File: config.mk
export PLATFORM = sky130hd
export DESIGN_NAME = shift16_tx_ctrl
export DESIGN_NICKNAME = d
export VERILOG_FILES = /design/src/rtl/shift16_tx_ctrl.sv
export SDC_FILE = /design/constraint.sdc
export NUM_CORES = 1
export LEC_CHECK = 0
export ABC_CLOCK_PERIOD_IN_PS = 2000
export BUFFER_PORTS_ARGS = -buffer_cell sky130_fd_sc_hd__buf_2
export CORE_MARGIN = 4
export CORE_UTILIZATION = 35
export CTS_CLUSTER_DIAMETER = 60
export DETAILED_ROUTE_END_ITERATION = 7
export PLACE_DENSITY = 0.67
export RECOVER_POWER = 100
export SYNTH_ARGS = -nofsm -noshare
export SYNTH_HDL_FRONTEND = slang
export SYNTH_SLANG_ARGS = --single-unit
File: constraint.sdc
create_clock -name Clock -period 2 [get_ports Clock]
set_input_delay 0.2 -clock Clock [delete_from_list [all_inputs] [get_ports Clock]]
set_output_delay 0.2 -clock Clock [all_outputs]
set_load 0.05 [all_outputs]
File: src/rtl/shift16_tx_ctrl.sv
// -----------------------------------------------------------------------------
// shift16_tx_ctrl
//
// Sequencing controller for a WIDTH-bit right-shift register. It accepts one
// parallel word over a valid/ready handshake, loads it into the shift
// register, then paces the shifting at DIV clocks per bit. Bits come out
// LSB-first on SerOut, with a one-cycle SerStrobe at the start of every bit
// period.
//
// Optional feature macro: SHIFT16_TX_PARITY_EN
//   When defined, one extra bit period follows the data. It carries the
//   even-parity bit (the XOR of all transmitted data bits) and does not shift
//   the register.
//
// Parameters
//   WIDTH  shift-register width (TxData, SrData, bit counter sizing)
//   DIV    clock cycles per bit period, >= 1
//   FILL   constant driven on SrShiftIn
//
// Ports
//   Clock       in   sole clock, rising edge
//   Aclr        in   asynchronous active-low reset
//   TxValid     in   word offered
//   TxData      in   word to send
//   TxLen       in   number of bits to send; 0 or > WIDTH means WIDTH
//   TxReady     out  controller can accept a word (decoded from state)
//   SrData      out  shift-register parallel data
//   SrLoad      out  shift-register load
//   SrEnable    out  shift-register enable (load or shift right)
//   SrShiftIn   out  shift-register serial input, always FILL
//   SrShiftOut  in   shift-register Q(0)
//   SerOut      out  serial bit, held for a whole bit period
//   SerStrobe   out  one-cycle pulse on the first cycle of each bit period
//   Busy        out  high in every state except IDLE (decoded from state)
//   Done        out  one-cycle pulse when a word completes
// -----------------------------------------------------------------------------
module shift16_tx_ctrl #(
  parameter int unsigned WIDTH = 16,
  parameter int unsigned DIV   = 4,
  parameter logic        FILL  = 1'b0
) (
  input  logic                       Clock,
  input  logic                       Aclr,
  input  logic                       TxValid,
  input  logic [WIDTH-1:0]           TxData,
  input  logic [$clog2(WIDTH+1)-1:0] TxLen,
  output logic                       TxReady,
  output logic [WIDTH-1:0]           SrData,
  output logic                       SrLoad,
  output logic                       SrEnable,
  output logic                       SrShiftIn,
  input  logic                       SrShiftOut,
  output logic                       SerOut,
  output logic                       SerStrobe,
  output logic                       Busy,
  output logic                       Done
);

  localparam int unsigned   CW       = $clog2(WIDTH + 1);
  localparam int unsigned   DW       = (DIV > 1) ? $clog2(DIV) : 1;
  localparam logic [CW-1:0] LEN_MAX  = CW'(WIDTH);
  localparam logic [DW-1:0] DIV_LAST = DW'(DIV - 1);
  localparam logic          DIV_ONE  = (DIV == 1);

  typedef enum logic [2:0] {
    ST_IDLE,
    ST_LOAD,
    ST_SHIFT,
`ifdef SHIFT16_TX_PARITY_EN
    ST_PARITY,
`endif
    ST_DONE
  } state_e;

  state_e          state_q;
  logic [WIDTH-1:0] srdata_q;
  logic [WIDTH-1:0] mirror_q;    // tracks what the shift register will hold
  logic [CW-1:0]    cnt_q;       // bits still to send
  logic [DW-1:0]    div_q;       // cycles left in the current bit period
  logic             srload_q;
  logic             srenable_q;
  logic             serout_q;
  logic             serstrobe_q;
  logic             done_q;
  logic [CW-1:0]    len_norm;

  // Zero and oversize lengths both mean a full word.
  always_comb begin
    // NOTE: default assignment first so every path drives len_norm and no latch is inferred.
    len_norm = TxLen;
    if ((TxLen == '0) || (TxLen > LEN_MAX)) begin
      len_norm = LEN_MAX;
    end
  end

`ifdef SHIFT16_TX_PARITY_EN
  logic par_q;
  logic par_now;
  // The register's Q(0) is the current bit during the strobe cycle, so the
  // running parity folds it in there.
  assign par_now = par_q ^ (serstrobe_q & SrShiftOut);
`endif

  // The shift register only presents a new Q(0) after the same edge that
  // raises SerStrobe, so a registered SerOut cannot take that bit from the
  // pin in time. The bit is presented from mirror_q at the period start and
  // then re-sampled from SrShiftOut in the strobe cycle.
  // NOTE: non-blocking assignments only, so every register samples pre-edge values.
  always_ff @(posedge Clock or negedge Aclr) begin
    if (!Aclr) begin
      state_q     <= ST_IDLE;
      srdata_q    <= '0;
      mirror_q    <= '0;
      cnt_q       <= '0;
      div_q       <= '0;
      srload_q    <= 1'b0;
      srenable_q  <= 1'b0;
      serout_q    <= 1'b0;
      serstrobe_q <= 1'b0;
      done_q      <= 1'b0;
`ifdef SHIFT16_TX_PARITY_EN
      par_q       <= 1'b0;
`endif
    end else begin
      case (state_q)
        ST_IDLE: begin
          if (TxValid) begin
            state_q    <= ST_LOAD;
            srdata_q   <= TxData;
            mirror_q   <= TxData;
            cnt_q      <= len_norm;
            srload_q   <= 1'b1;
            srenable_q <= 1'b1;
`ifdef SHIFT16_TX_PARITY_EN
            par_q      <= 1'b0;
`endif
          end
        end

        ST_LOAD: begin
          state_q     <= ST_SHIFT;
          srload_q    <= 1'b0;
          div_q       <= DIV_LAST;
          srenable_q  <= DIV_ONE;
          serstrobe_q <= 1'b1;
          serout_q    <= mirror_q[0];
        end

        ST_SHIFT: begin
`ifdef SHIFT16_TX_PARITY_EN
          par_q <= par_now;
`endif
          if (div_q == '0) begin
            // Last cycle of the period: the register shifts on this edge.
            cnt_q <= cnt_q - CW'(1);
            if (cnt_q == CW'(1)) begin
              srenable_q <= 1'b0;
`ifdef SHIFT16_TX_PARITY_EN
              state_q     <= ST_PARITY;
              div_q       <= DIV_LAST;
              serstrobe_q <= 1'b1;
              serout_q    <= par_now;
`else
              state_q     <= ST_DONE;
              done_q      <= 1'b1;
              serstrobe_q <= 1'b0;
              serout_q    <= 1'b0;
`endif
            end else begin
              div_q       <= DIV_LAST;
              srenable_q  <= DIV_ONE;
              serstrobe_q <= 1'b1;
              serout_q    <= mirror_q[1];
              mirror_q    <= mirror_q >> 1;
            end
          end else begin
            div_q       <= div_q - DW'(1);
            srenable_q  <= (div_q == DW'(1));
            serstrobe_q <= 1'b0;
            if (serstrobe_q) begin
              serout_q <= SrShiftOut;
            end
          end
        end

`ifdef SHIFT16_TX_PARITY_EN
        ST_PARITY: begin
          serstrobe_q <= 1'b0;
          if (div_q == '0) begin
            state_q  <= ST_DONE;
            done_q   <= 1'b1;
            serout_q <= 1'b0;
          end else begin
            div_q <= div_q - DW'(1);
          end
        end
`endif

        ST_DONE: begin
          state_q <= ST_IDLE;
          done_q  <= 1'b0;
        end

        default: begin
          state_q <= ST_IDLE;
        end
      endcase
    end
  end

  assign TxReady   = (state_q == ST_IDLE);
  assign Busy      = (state_q != ST_IDLE);
  assign SrData    = srdata_q;
  assign SrLoad    = srload_q;
  assign SrEnable  = srenable_q;
  assign SrShiftIn = FILL;
  assign SerOut    = serout_q;
  assign SerStrobe = serstrobe_q;
  assign Done      = done_q;

endmodule

==> impl_metrics.toml <==
[clock_network]
post_cts_resized = 0
cts_tree = "yes"
clk_pin_slew_ns = 0.08
clk_latency_ns = 0.30
cts_setup_buffers = 0
postCtsHoldBufs = 0
cts_buffer_depth = 2
cts_made_buffers = 5
clock_sinks = 46
h-tree-depth = 2
cts-root-buf = "clkbuf_8"

[critical_path]
crit_end = "state_q[1]"
rrSetupSlack_ns = 0.12
critical_path_class = "flip-flop to flip-flop"
required_ns = 2.18
cp_slowest_cell = "dfrtp_1"
crit_arrival_ns = 2.07
path_cells = "inv_1 > ha_4 > nor2b_1 > buf_4 > a21o_1 > mux2_1"
endpoint_kind = "flip-flop"
critPathMaxFanout = 6
slowest_delay_ns = 0.42
timing.rr.end = "state_q[1]"
startpoint = "state_q[0]"
start_kind = "flip-flop"
r2r_cells = 6
r2r-start = "state_q[0]"

[power]
irDropWorstVdd_v = 0.000274
switchingPower_mw = 0.399
pwr-share-comb = 0.071
p_leak_nw = 1.38
total_power_mw = 1.78
p_per_area_nw_per_um2 = 607
swShare = 0.224
intPower_mw = 1.38
seqPwrFrac = 0.540
p_clk_frac = 0.389

[sta]
min_period_ns = 1.88
fmax_mhz = 531
tightestPinTransition_ns = 1.16
slew_headroom = 0.226
rsz0062_at_grt = "false"
slew_viol_final = 0
final.setup.tns_ns = 0
setup-violations-final = 0
clock_skew_ns = 0.00472
hold_viol = 0
period_share = 0.942

[synthesis]
synth_edf_count = 0
yosys_warnings = 0
ys_types = 44
netlist_instances = 276
yosysTopAreaCellShare = 0.470
yosysTopAreaCell = "dfrtp_1"
ys_seq_area_frac = 0.470
synth_ff_type = "dfrtp_1"
avgSynthCellArea_sq_um = 8.88
syn-num-nets = 310
synthesis.area_sq_um = 2450
yosys_register_bits = 46
async_reset_ff_frac = 1.00
ys_top_cells_by_area = "dfrtp_1, nand2_1, ha_1"

[worst_hold_path]
min_path_type = "primary input to flip-flop"
hold_path_depth = 3

[die]
die_w_um = 91.7
core_sq_um = 6790
io_pins = 49
rows = 30
initial_utilization = 0.361
fp.dieArea_sq_um = 8410
die_h_um = 91.7

[final_layout]
area_growth_pct = 19.4
final_util = 0.431
n_fill_cell = 695
drive_above_1_share = 0.156
antenna_cells = 0
multiInputGateArea_sq_um = 1210
stdcell_area_sq_um = 2930
seqCellArea_sq_um = 1150
fin_cells = 423
nets = 360

[detailed_routing]
drt_pass1_iterations = 4
wl_per_cell_um = 14.2
vias_per_cell = 4.96
routed_wl_um = 6020
via_count = 2098
drc_errors = 0
drtIter0Drc = 115
ant_nets = 0

[global_route]
grt_max_degree = 47
grt_pass1_wl_um = 10200
groute.usage.overall = 0.149
grt_pass1_vias = 2076
antenna_found_initial = 0
overflow = 0

[outcome]
status = "complete, no violations"

[place]
dpl_cell_area_sq_um = 2840
hpwl_um = 4290
port_buffers = 47
dp_cells = 415
place.gp.congestion = 0.786

[run]
maxCapViolCount = 0
==> per-layer routing <==
layer	wire [um]	up-vias	global-route usage	share of wire
met1	2830	993	0.200	0.47
li1	-	1057	-	-
met2	2890	44	0.245	0.48
met4	43	0	0.0452	0.0071
met3	254	4	0.0263	0.042
met5	0	-	0	0
==> logic make-up (layout without fill, tap and decap cells) <==
logic type	after synthesis	count (layout)	share of synthesized area
other cells	1	1	0.00153
buf+inv	28	79	0.0459
fa+ha+maj	9	9	0.0459
mux	2	2	0.00919
flops	46	46	0.470
simple gates	113	113	0.206
compound gates	77	77	0.222
==> sequential cells by signal, indices dropped and copies added, names as in the netlist <==
name       flops
SrLoad         1
SerOut         1
mirror_q      16
cnt_q          5
SerStrobe      1
state_q        2
div_q          2
Done           1
SrEnable       1
SrData        16
==> critical path, delay by kind of cell (launching register included) <==
family	cells	cell delay (ns)
simple gates	1	0.38
fa+ha+maj	1	0.17
buf+inv	2	0.36
flops	1	0.42
compound gates	1	0.12
mux	1	0.32
==> synthesized netlist by cell type (all sizes together) (2+ instances only) <==
library cell,count
a21oi,18
o21ai,8
a221o,6
dfrtp,46
o22a,2
nand2,81
mux2,2
a211o,2
clkbuf,11
nand2b,3
nor2,10
o211ai,9
a22oi,11
nor3,5
a21o,11
buf,5
inv,10
a22o,4
nor2b,2
clkinv,2
ha,9
==> power by group through the flow <==
| stage | clock, mW | combinational [mW] | sequential, mW |
|---|---|---|---|
| CTS | 0.710 | 0.130 | 0.961 |
| finish | 0.692 | 0.126 | 0.961 |
| detailed placement | 0 | 0.128 | 0.980 |
| floorplan | 0 | 0.0727 | 0.976 |
| global placement | 0 | 0.130 | 0.979 |
| global route | 0.747 | 0.154 | 0.964 |
==> how the worst min path moves through the flow <==
stage               startpoint        end  slack [ns]
floorplan                 Aclr       Done        -0.1
global placement          Aclr       Done        0.33
detailed placement        Aclr   div_q[1]        0.33
CTS                       Aclr   div_q[1]      0.0004
global route         TxData[4]  SrData[4]        0.11
finish               TxData[0]  SrData[0]        0.11
==> cells in the final DEF, fill, tap and decap left out, types with 2 or more instances in the layout <==
master	n
nand2b_1	3
nor3_1	4
a21o_1	11
a221o_1	6
a211o_1	2
o21ai_0	8
ha_1	8
clkbuf_1	23
a22o_1	4
nor2_1	10
a22oi_1	11
clkbuf_2	3
dfrtp_1	46
inv_1	10
clkbuf_8	5
a21oi_1	18
buf_2	25
o22a_1	2
buf_4	10
nand2_1	81
o211ai_1	9
clkinv_1	2
==> cell type report <==
class | count | share of cell area
Sequential cell | 46 | 0.393
Clock inverter | 1 | 0.0103
Clock buffer | 7 | 0.0261
Multi-Input combinational cell | 202 | 0.414
Timing Repair Buffer | 59 | 0.100
Tap cell | 96 | 0.0410
Inverter | 12 | 0.0154
==> through the flow <==
| step | worst slack, ns | hold WS [ns] |
|---|---|---|
| floorplan | 0.00129 | -0.0956 |
| global placement | 0.152 | 0.330 |
| detailed placement | 0.0673 | 0.332 |
| CTS | 0.0475 | 0.000426 |
| global route | 0.00272 | 0.110 |
| finish | 0.116 | 0.114 |
No activity file was read; power rests on OpenSTA's default activity.
